File: config.mk
export PLATFORM = sky130hd
export DESIGN_NAME = game_turn_sequencer
export DESIGN_NICKNAME = d
export VERILOG_FILES = /design/src/rtl/game_pkg.sv /design/src/rtl/tile_to_x.sv /design/src/rtl/game_turn_sequencer.sv
export SDC_FILE = /design/constraint.sdc
export NUM_CORES = 1
export LEC_CHECK = 0
export ABC_AREA = 0
export CAP_MARGIN = 20
export CORE_ASPECT_RATIO = 2
export CORE_UTILIZATION = 59
export DETAILED_ROUTE_END_ITERATION = 7
export DONT_BUFFER_PORTS = 1
export HOLD_SLACK_MARGIN = 0.03
export PLACE_DENSITY = 0.75
export SLEW_MARGIN = 25
export SYNTH_ARGS = -nofsm -noshare
export SYNTH_HDL_FRONTEND = slang
export SYNTH_SLANG_ARGS = --single-unit
export TNS_END_PERCENT = 50
File: constraint.sdc
create_clock -name clk -period 7.64 [get_ports clk]
set_clock_uncertainty 0.15 [all_clocks]
set_input_delay 1.146 -clock clk [delete_from_list [all_inputs] [get_ports clk]]
set_output_delay 1.146 -clock clk [all_outputs]
set_load 0.01 [all_outputs]
File: src/rtl/game_pkg.sv
// ============================================================================
// Module      : game_pkg
// Description : Shared types and board constants for the turn sequencer and
//               the renderer-side tile geometry.
// Revision    : 1.0 - initial release
// ============================================================================
`default_nettype none

package game_pkg;

  localparam int          DEF_NUM_TILES    = 10;
  localparam int          DEF_TILE_X0      = 20;
  localparam int          DEF_TILE_STEP    = 60;
  localparam logic [9:0]  DEF_BONUS_MASK   = 10'b01_0101_0100;
  localparam logic [23:0] DEF_DONE_TIMEOUT = 24'd12_500_000;

  typedef enum logic [2:0] {
    ST_IDLE      = 3'd0,
    ST_MOVE      = 3'd1,
    ST_WAIT_DONE = 3'd2,
    ST_BONUS     = 3'd3,
    ST_CHECK     = 3'd4,
    ST_SWITCH    = 3'd5,
    ST_WIN       = 3'd6
  } turn_state_t;

  function automatic int tile_x(input int n);
    return DEF_TILE_X0 + n * DEF_TILE_STEP;
  endfunction

  // Question-box x positions used by the renderer (tiles 2, 4, 6, 8)
  localparam int QBOX_X0 = tile_x(2);
  localparam int QBOX_X1 = tile_x(4);
  localparam int QBOX_X2 = tile_x(6);
  localparam int QBOX_X3 = tile_x(8);

endpackage

`default_nettype wire

File: src/rtl/tile_to_x.sv
// ============================================================================
// Module      : tile_to_x
// Description : Combinational tile index to screen x coordinate (10 bits).
// Revision    : 1.0 - initial release
// ============================================================================
`default_nettype none

module tile_to_x
  import game_pkg::*;
#(
  parameter int TILE_X0   = DEF_TILE_X0,
  parameter int TILE_STEP = DEF_TILE_STEP
) (
  input  logic [3:0] tile,
  output logic [9:0] x
);

  // Modulo-1024 arithmetic gives the required 10-bit truncation directly
  assign x = 10'(TILE_X0) + 10'(tile) * 10'(TILE_STEP);

endmodule

`default_nettype wire

File: src/rtl/game_turn_sequencer.sv
// ============================================================================
// Module      : game_turn_sequencer
// Description : Two-player turn controller: dice roll -> move -> renderer
//               handshake -> question-box bonus -> win check -> next player.
// Revision    : 1.0 - initial release
// ============================================================================
`default_nettype none

module game_turn_sequencer
  import game_pkg::*;
#(
  parameter int                   NUM_TILES    = DEF_NUM_TILES,
  parameter int                   TILE_X0      = DEF_TILE_X0,
  parameter int                   TILE_STEP    = DEF_TILE_STEP,
  parameter logic [NUM_TILES-1:0] BONUS_MASK   = DEF_BONUS_MASK,
  parameter logic [23:0]          DONE_TIMEOUT = DEF_DONE_TIMEOUT
) (
  input  logic       clk,
  input  logic       rst_n,
  input  logic       dice_valid,
  input  logic [2:0] dice_value,
  input  logic       turn_done,
  input  logic       new_game,
  output logic [9:0] player1_pos_x,
  output logic [9:0] player2_pos_x,
  output logic       pos_valid,
  output logic       active_player,
  output logic       winner_valid,
  output logic       winner_id,
  output logic       busy,
  output logic       timeout_err
);

  localparam logic [3:0] c_LAST_TILE = 4'(NUM_TILES - 1);

  turn_state_t r_state, w_state_nxt;
  logic [3:0]  r_tile1, r_tile2, w_tile1_nxt, w_tile2_nxt;
  logic [3:0]  w_tile_cur, w_tile_new, w_sum;
  logic        w_tile_wr;
  logic        r_active, w_active_nxt;
  logic        r_bonus_used, w_bonus_used_nxt;
  logic [23:0] r_timer, w_timer_nxt;
  logic        r_pos_valid, w_pos_valid_nxt;
  logic        r_winner_valid, w_winner_valid_nxt;
  logic        r_winner_id, w_winner_id_nxt;
  logic        r_timeout_err, w_timeout_err_nxt;
  logic        r_busy, w_busy_nxt;
  logic [9:0]  r_p1_x, r_p2_x, w_p1_x, w_p2_x;

  assign w_tile_cur = r_active ? r_tile2 : r_tile1;
  assign w_sum      = w_tile_cur + {1'b0, dice_value};

  always_comb begin
    w_state_nxt        = r_state;
    w_tile1_nxt        = r_tile1;
    w_tile2_nxt        = r_tile2;
    w_tile_new         = w_tile_cur;
    w_tile_wr          = 1'b0;
    w_active_nxt       = r_active;
    w_bonus_used_nxt   = r_bonus_used;
    w_timer_nxt        = r_timer;
    w_pos_valid_nxt    = 1'b0;
    w_winner_valid_nxt = r_winner_valid;
    w_winner_id_nxt    = r_winner_id;
    w_timeout_err_nxt  = r_timeout_err;

    case (r_state)
      ST_IDLE: begin
        if (dice_valid && (dice_value != 3'd0) && (dice_value != 3'd7)) begin
          w_tile_new      = (w_sum > c_LAST_TILE) ? c_LAST_TILE : w_sum;
          w_tile_wr       = 1'b1;
          w_pos_valid_nxt = 1'b1;
          w_state_nxt     = ST_MOVE;
        end
      end
      ST_MOVE: begin
        w_timer_nxt = 24'd0;
        w_state_nxt = ST_WAIT_DONE;
      end
      ST_WAIT_DONE: begin
        // turn_done takes priority over a coincident timeout
        if (turn_done) begin
          w_state_nxt = r_bonus_used ? ST_CHECK : ST_BONUS;
        end else if (r_timer == DONE_TIMEOUT - 24'd1) begin
          w_timeout_err_nxt = 1'b1;
          w_state_nxt       = r_bonus_used ? ST_CHECK : ST_BONUS;
        end else begin
          w_timer_nxt = r_timer + 24'd1;
        end
      end
      ST_BONUS: begin
        if (BONUS_MASK[w_tile_cur] && (w_tile_cur < c_LAST_TILE)) begin
          w_tile_new       = w_tile_cur + 4'd1;
          w_tile_wr        = 1'b1;
          w_bonus_used_nxt = 1'b1;
          w_pos_valid_nxt  = 1'b1;
          w_state_nxt      = ST_MOVE;
        end else begin
          w_state_nxt = ST_CHECK;
        end
      end
      ST_CHECK: begin
        if (w_tile_cur == c_LAST_TILE) begin
          w_winner_valid_nxt = 1'b1;
          w_winner_id_nxt    = r_active;
          w_state_nxt        = ST_WIN;
        end else begin
          w_state_nxt = ST_SWITCH;
        end
      end
      ST_SWITCH: begin
        w_active_nxt     = ~r_active;
        w_bonus_used_nxt = 1'b0;
        w_state_nxt      = ST_IDLE;
      end
      ST_WIN: begin
        if (new_game) begin
          w_tile1_nxt        = 4'd0;
          w_tile2_nxt        = 4'd0;
          w_active_nxt       = 1'b0;
          w_bonus_used_nxt   = 1'b0;
          w_winner_valid_nxt = 1'b0;
          w_winner_id_nxt    = 1'b0;
          w_timeout_err_nxt  = 1'b0;
          w_state_nxt        = ST_IDLE;
        end
      end
      default: w_state_nxt = ST_IDLE;
    endcase

    if (w_tile_wr) begin
      if (r_active) w_tile2_nxt = w_tile_new;
      else          w_tile1_nxt = w_tile_new;
    end
  end

  assign w_busy_nxt = (w_state_nxt != ST_IDLE) && (w_state_nxt != ST_WIN);

  // Positions are converted from next-state tiles so the x outputs are registered
  tile_to_x #(.TILE_X0(TILE_X0), .TILE_STEP(TILE_STEP)) u_p1_x (
    .tile (w_tile1_nxt),
    .x    (w_p1_x)
  );

  tile_to_x #(.TILE_X0(TILE_X0), .TILE_STEP(TILE_STEP)) u_p2_x (
    .tile (w_tile2_nxt),
    .x    (w_p2_x)
  );

  always_ff @(posedge clk or negedge rst_n) begin
    if (!rst_n) begin
      r_state        <= ST_IDLE;
      r_tile1        <= 4'd0;
      r_tile2        <= 4'd0;
      r_active       <= 1'b0;
      r_bonus_used   <= 1'b0;
      r_timer        <= 24'd0;
      r_pos_valid    <= 1'b0;
      r_winner_valid <= 1'b0;
      r_winner_id    <= 1'b0;
      r_timeout_err  <= 1'b0;
      r_busy         <= 1'b0;
      r_p1_x         <= 10'(TILE_X0);
      r_p2_x         <= 10'(TILE_X0);
    end else begin
      r_state        <= w_state_nxt;
      r_tile1        <= w_tile1_nxt;
      r_tile2        <= w_tile2_nxt;
      r_active       <= w_active_nxt;
      r_bonus_used   <= w_bonus_used_nxt;
      r_timer        <= w_timer_nxt;
      r_pos_valid    <= w_pos_valid_nxt;
      r_winner_valid <= w_winner_valid_nxt;
      r_winner_id    <= w_winner_id_nxt;
      r_timeout_err  <= w_timeout_err_nxt;
      r_busy         <= w_busy_nxt;
      r_p1_x         <= w_p1_x;
      r_p2_x         <= w_p2_x;
    end
  end

  assign player1_pos_x = r_p1_x;
  assign player2_pos_x = r_p2_x;
  assign pos_valid     = r_pos_valid;
  assign active_player = r_active;
  assign winner_valid  = r_winner_valid;
  assign winner_id     = r_winner_id;
  assign busy          = r_busy;
  assign timeout_err   = r_timeout_err;

endmodule

`default_nettype wire

==> impl_metrics.toml <==
[outcome]
status = "completed"

[pwr]
peakVddDrop_v = 0.000472
power.density_mw_per_mm2 = 434
power_leakage_nw = 1.99

[setup_path]
cpMaxStageDelayCell = "dfrtp_1"
crit_arrival_ns = 6.30
rrSetupSlack_ns = 1.44
worstSetupPathType = "flop to flop"
crit_family = "compound AO/OA/AOI/OAI gates"
start_kind = "flop"
critPathCaptureType = "flop"
worstPathMaxFanout = 17
cp_slowest_stage_delay_ns = 0.80
path_buf_inv = 2
crit_required_ns = 7.74
cp_cell_sequence = "mux2_2, inv_1, ha_1, nand2_1, o211ai_1, a31oi_1, nor2_1, a21boi_0, a221oi_1, mux2_2, fa_1, inv_1, fa_1, ha_1, a21o_1, a21oi_1, xnor2_1, nand2_1, nor4_4, xnor2_1"

[placement]
gp_congestion = 0.840
dpl.hpwl_um = 6510
dp_worst_setup_slack_ns = 1.54
io_buffers = 0

[timing]
max-slew-margin-rel_pct = 37.5
rsz0062_at_grt = "false"
fin_hold_ws_ns = 0.364
tns_ns = 0
timing_hold_violations_final = 0
postLayoutSetupSlackWorst_ns = 1.44
drv_slew = 0
fmaxAchievable_mhz = 161
finalSetupViolCount = 0
post-route-period-util_pct = 81.1
tightest_slew_ns = 0.929
period_needed_ns = 6.20

[drt]
dr.first_iter.drc_count = 180
wl_per_cell_um = 16.8
first_pass_iters = 4
ant_nets = 0
vias = 3013
wl_um = 8640
drc = 0
vias_per_cell = 5.85

[global_route]
grt_pass1_wl_um = 13800
grt-ovfl-total = 0
grt.met2_usage_pct = 48.6
grt_max_degree = 59
gr-usage-met1_pct = 23.9
track_usage_pct = 26.6
met3_usage_pct = 5.58
top_usage_layer = "met2"
antenna_found_initial = 0
grt_pass1_vias = 3050

[floorplan]
dieArea_mm2 = 0.00714
initial_core_util_pct = 61.0
fp.dieW_um = 60.3
die_h_um = 119
ios = 34
core.rowCount = 42
fp.coreArea_mm2 = 0.00657

[logic_synthesis]
async_flop_share_pct = 100
ys_warn_count = 0
synth_top_area_share_pct = 33.7
netlist_instances = 420
synth_edf_count = 0
ys_seq_area_share_pct = 36.4
synth.most_common_cell = "dfrtp_1"
ys_types = 55
syn_area_per_cell_um2 = 9.54
synthTopCellsByCount = "dfrtp_1, nor2_1, nand2_1"
yosys.area.top_type = "dfrtp_1"
netlist_area_mm2 = 0.00401
synth_top_cells_by_area = "dfrtp_1, ha_1, xnor2_1"
ys_ff_latch = 58
synth_ff_type = "dfrtp_1"

[cts]
clkTransAtPathRegs_ns = 0.05
cts-hold-fix-buffers = 0
cts_num_sinks = 58
cts_resized = 0
clock_path_buffers = 2
cts_buffers = 9
clk_latency_ns = 0.33
root_buffer = "clkbuf_16"
tritoncts = "done"
cts_setup_buffers = 0
htreeDepth = 3

[final_layout]
n_antenna_cell = 0
drive_gt1_share_pct = 8.67
layout.nets = 473
area_growth_pct = 9.15

[job]
cap_viol_max_count = 0

[hold_path]
hold_class = "input pin to async pin"
routing by layer:
layer | vias up | part of all wire (%)
met4 | 0 | 5.2
met1 | 1486 | 34
met2 | 64 | 58
met5 | - | 0
met3 | 28 | 3.1
li1 | 1435 | -
worst reg2reg max path: cells and delay by family (launching register included):
kind                       cells  cell delay, ns
AOI/OAI and AO/OA              6            1.67
adders and majority gates      4            1.38
xor gates and xnor gates       2            0.37
and+or+nand+nor                4            0.68
DFF                            1            0.80
muxes                          2            0.86
buffers and inverters          2            0.22
stage by stage:
| step | utilization (%) | power [mW] | instances | area [µm²] |
|---|---|---|---|---|
| CTS | 66.6 | 1.90 | 515 | 4370 |
| finish | 66.6 | 1.90 | 515 | 4370 |
| detailed placement | 61.8 | 1.48 | 499 | 4060 |
| global route | 66.6 | 2.03 | 515 | 4370 |
| floorplan | - | 1.27 | 423 | 4020 |
| global placement | 61.8 | 1.45 | 499 | 4060 |
state kept, by name, summed over array words and instances, names as in the netlist, 3 cells and up:
signal	flops
r_state	3
r_timer	24
r_tile2	4
player2_pos_x	8
player1_pos_x	8
r_tile1	4
path summary, 6_finish.rpt:
check / startpoint / to / depth (start not counted)
max: active_player / player1_pos_x[9] / 20
min: rst_n / r_timer[12] / 0
max reg2reg: active_player / player1_pos_x[9] / 20
min reg2reg: r_timer[0] / r_timer[0] / 1
max in group asynchronous: rst_n / player1_pos_x[4] / 0
min in group clk: r_timer[0] / r_timer[0] / 1
final cells by class:
class | instances | area [µm²]
Tap cell | 88 | 110
Sequential cell | 58 | 1460
Inverter | 36 | 135
Fill cell | 529 | 2200
Clock buffer | 14 | 274
Multi-Input combinational cell | 316 | 2350
Timing Repair Buffer | 1 | 7.51
Clock inverter | 2 | 35.0
where the power goes:
| part | leakage (nW) | total [mW] | internal (mW) | switching (mW) |
|---|---|---|---|---|
| Clock | 0.153 | 0.411 | 0.278 | 0.133 |
| Sequential | 0.765 | 0.505 | 0.405 | 0.101 |
| Combinational | 1.07 | 0.979 | 0.392 | 0.588 |
cell families (layout without fill, tap and decap cells):
family / Yosys count / count (layout) / synth area share (%)
buffers and inverters: 49 / 53 / 5.15
xor gates and xnor gates: 43 / 43 / 9.40
muxes: 10 / 10 / 2.78
AOI/OAI and AO/OA: 67 / 67 / 12.2
and+or+nand+nor: 149 / 149 / 18.6
other: 1 / 4 / 0.0936
DFF: 58 / 58 / 36.4
adders and majority gates: 43 / 43 / 15.5
cells in the final DEF, fill, tap and decap left out, types with 4 or more instances in the layout:
master	netlist	layout
dfrtp_1	54	54
nor2_1	39	39
nand2_1	37	37
inv_1	36	36
ha_1	32	32
xnor2_1	31	31
nand3_1	22	22
o21ai_0	16	16
a21oi_1	15	15
xor2_1	12	12
fa_1	11	11
nor3_1	10	10
clkbuf_16	0	9
nor2b_1	7	7
nand4_1	7	7
or3_1	6	6
a21o_1	6	6
mux2_2	5	5
nand2b_1	5	5
o21a_1	5	5
mux2i_1	4	4
conb_1	1	4
dfstp_2	4	4
(Power assumes the default switching activity.)
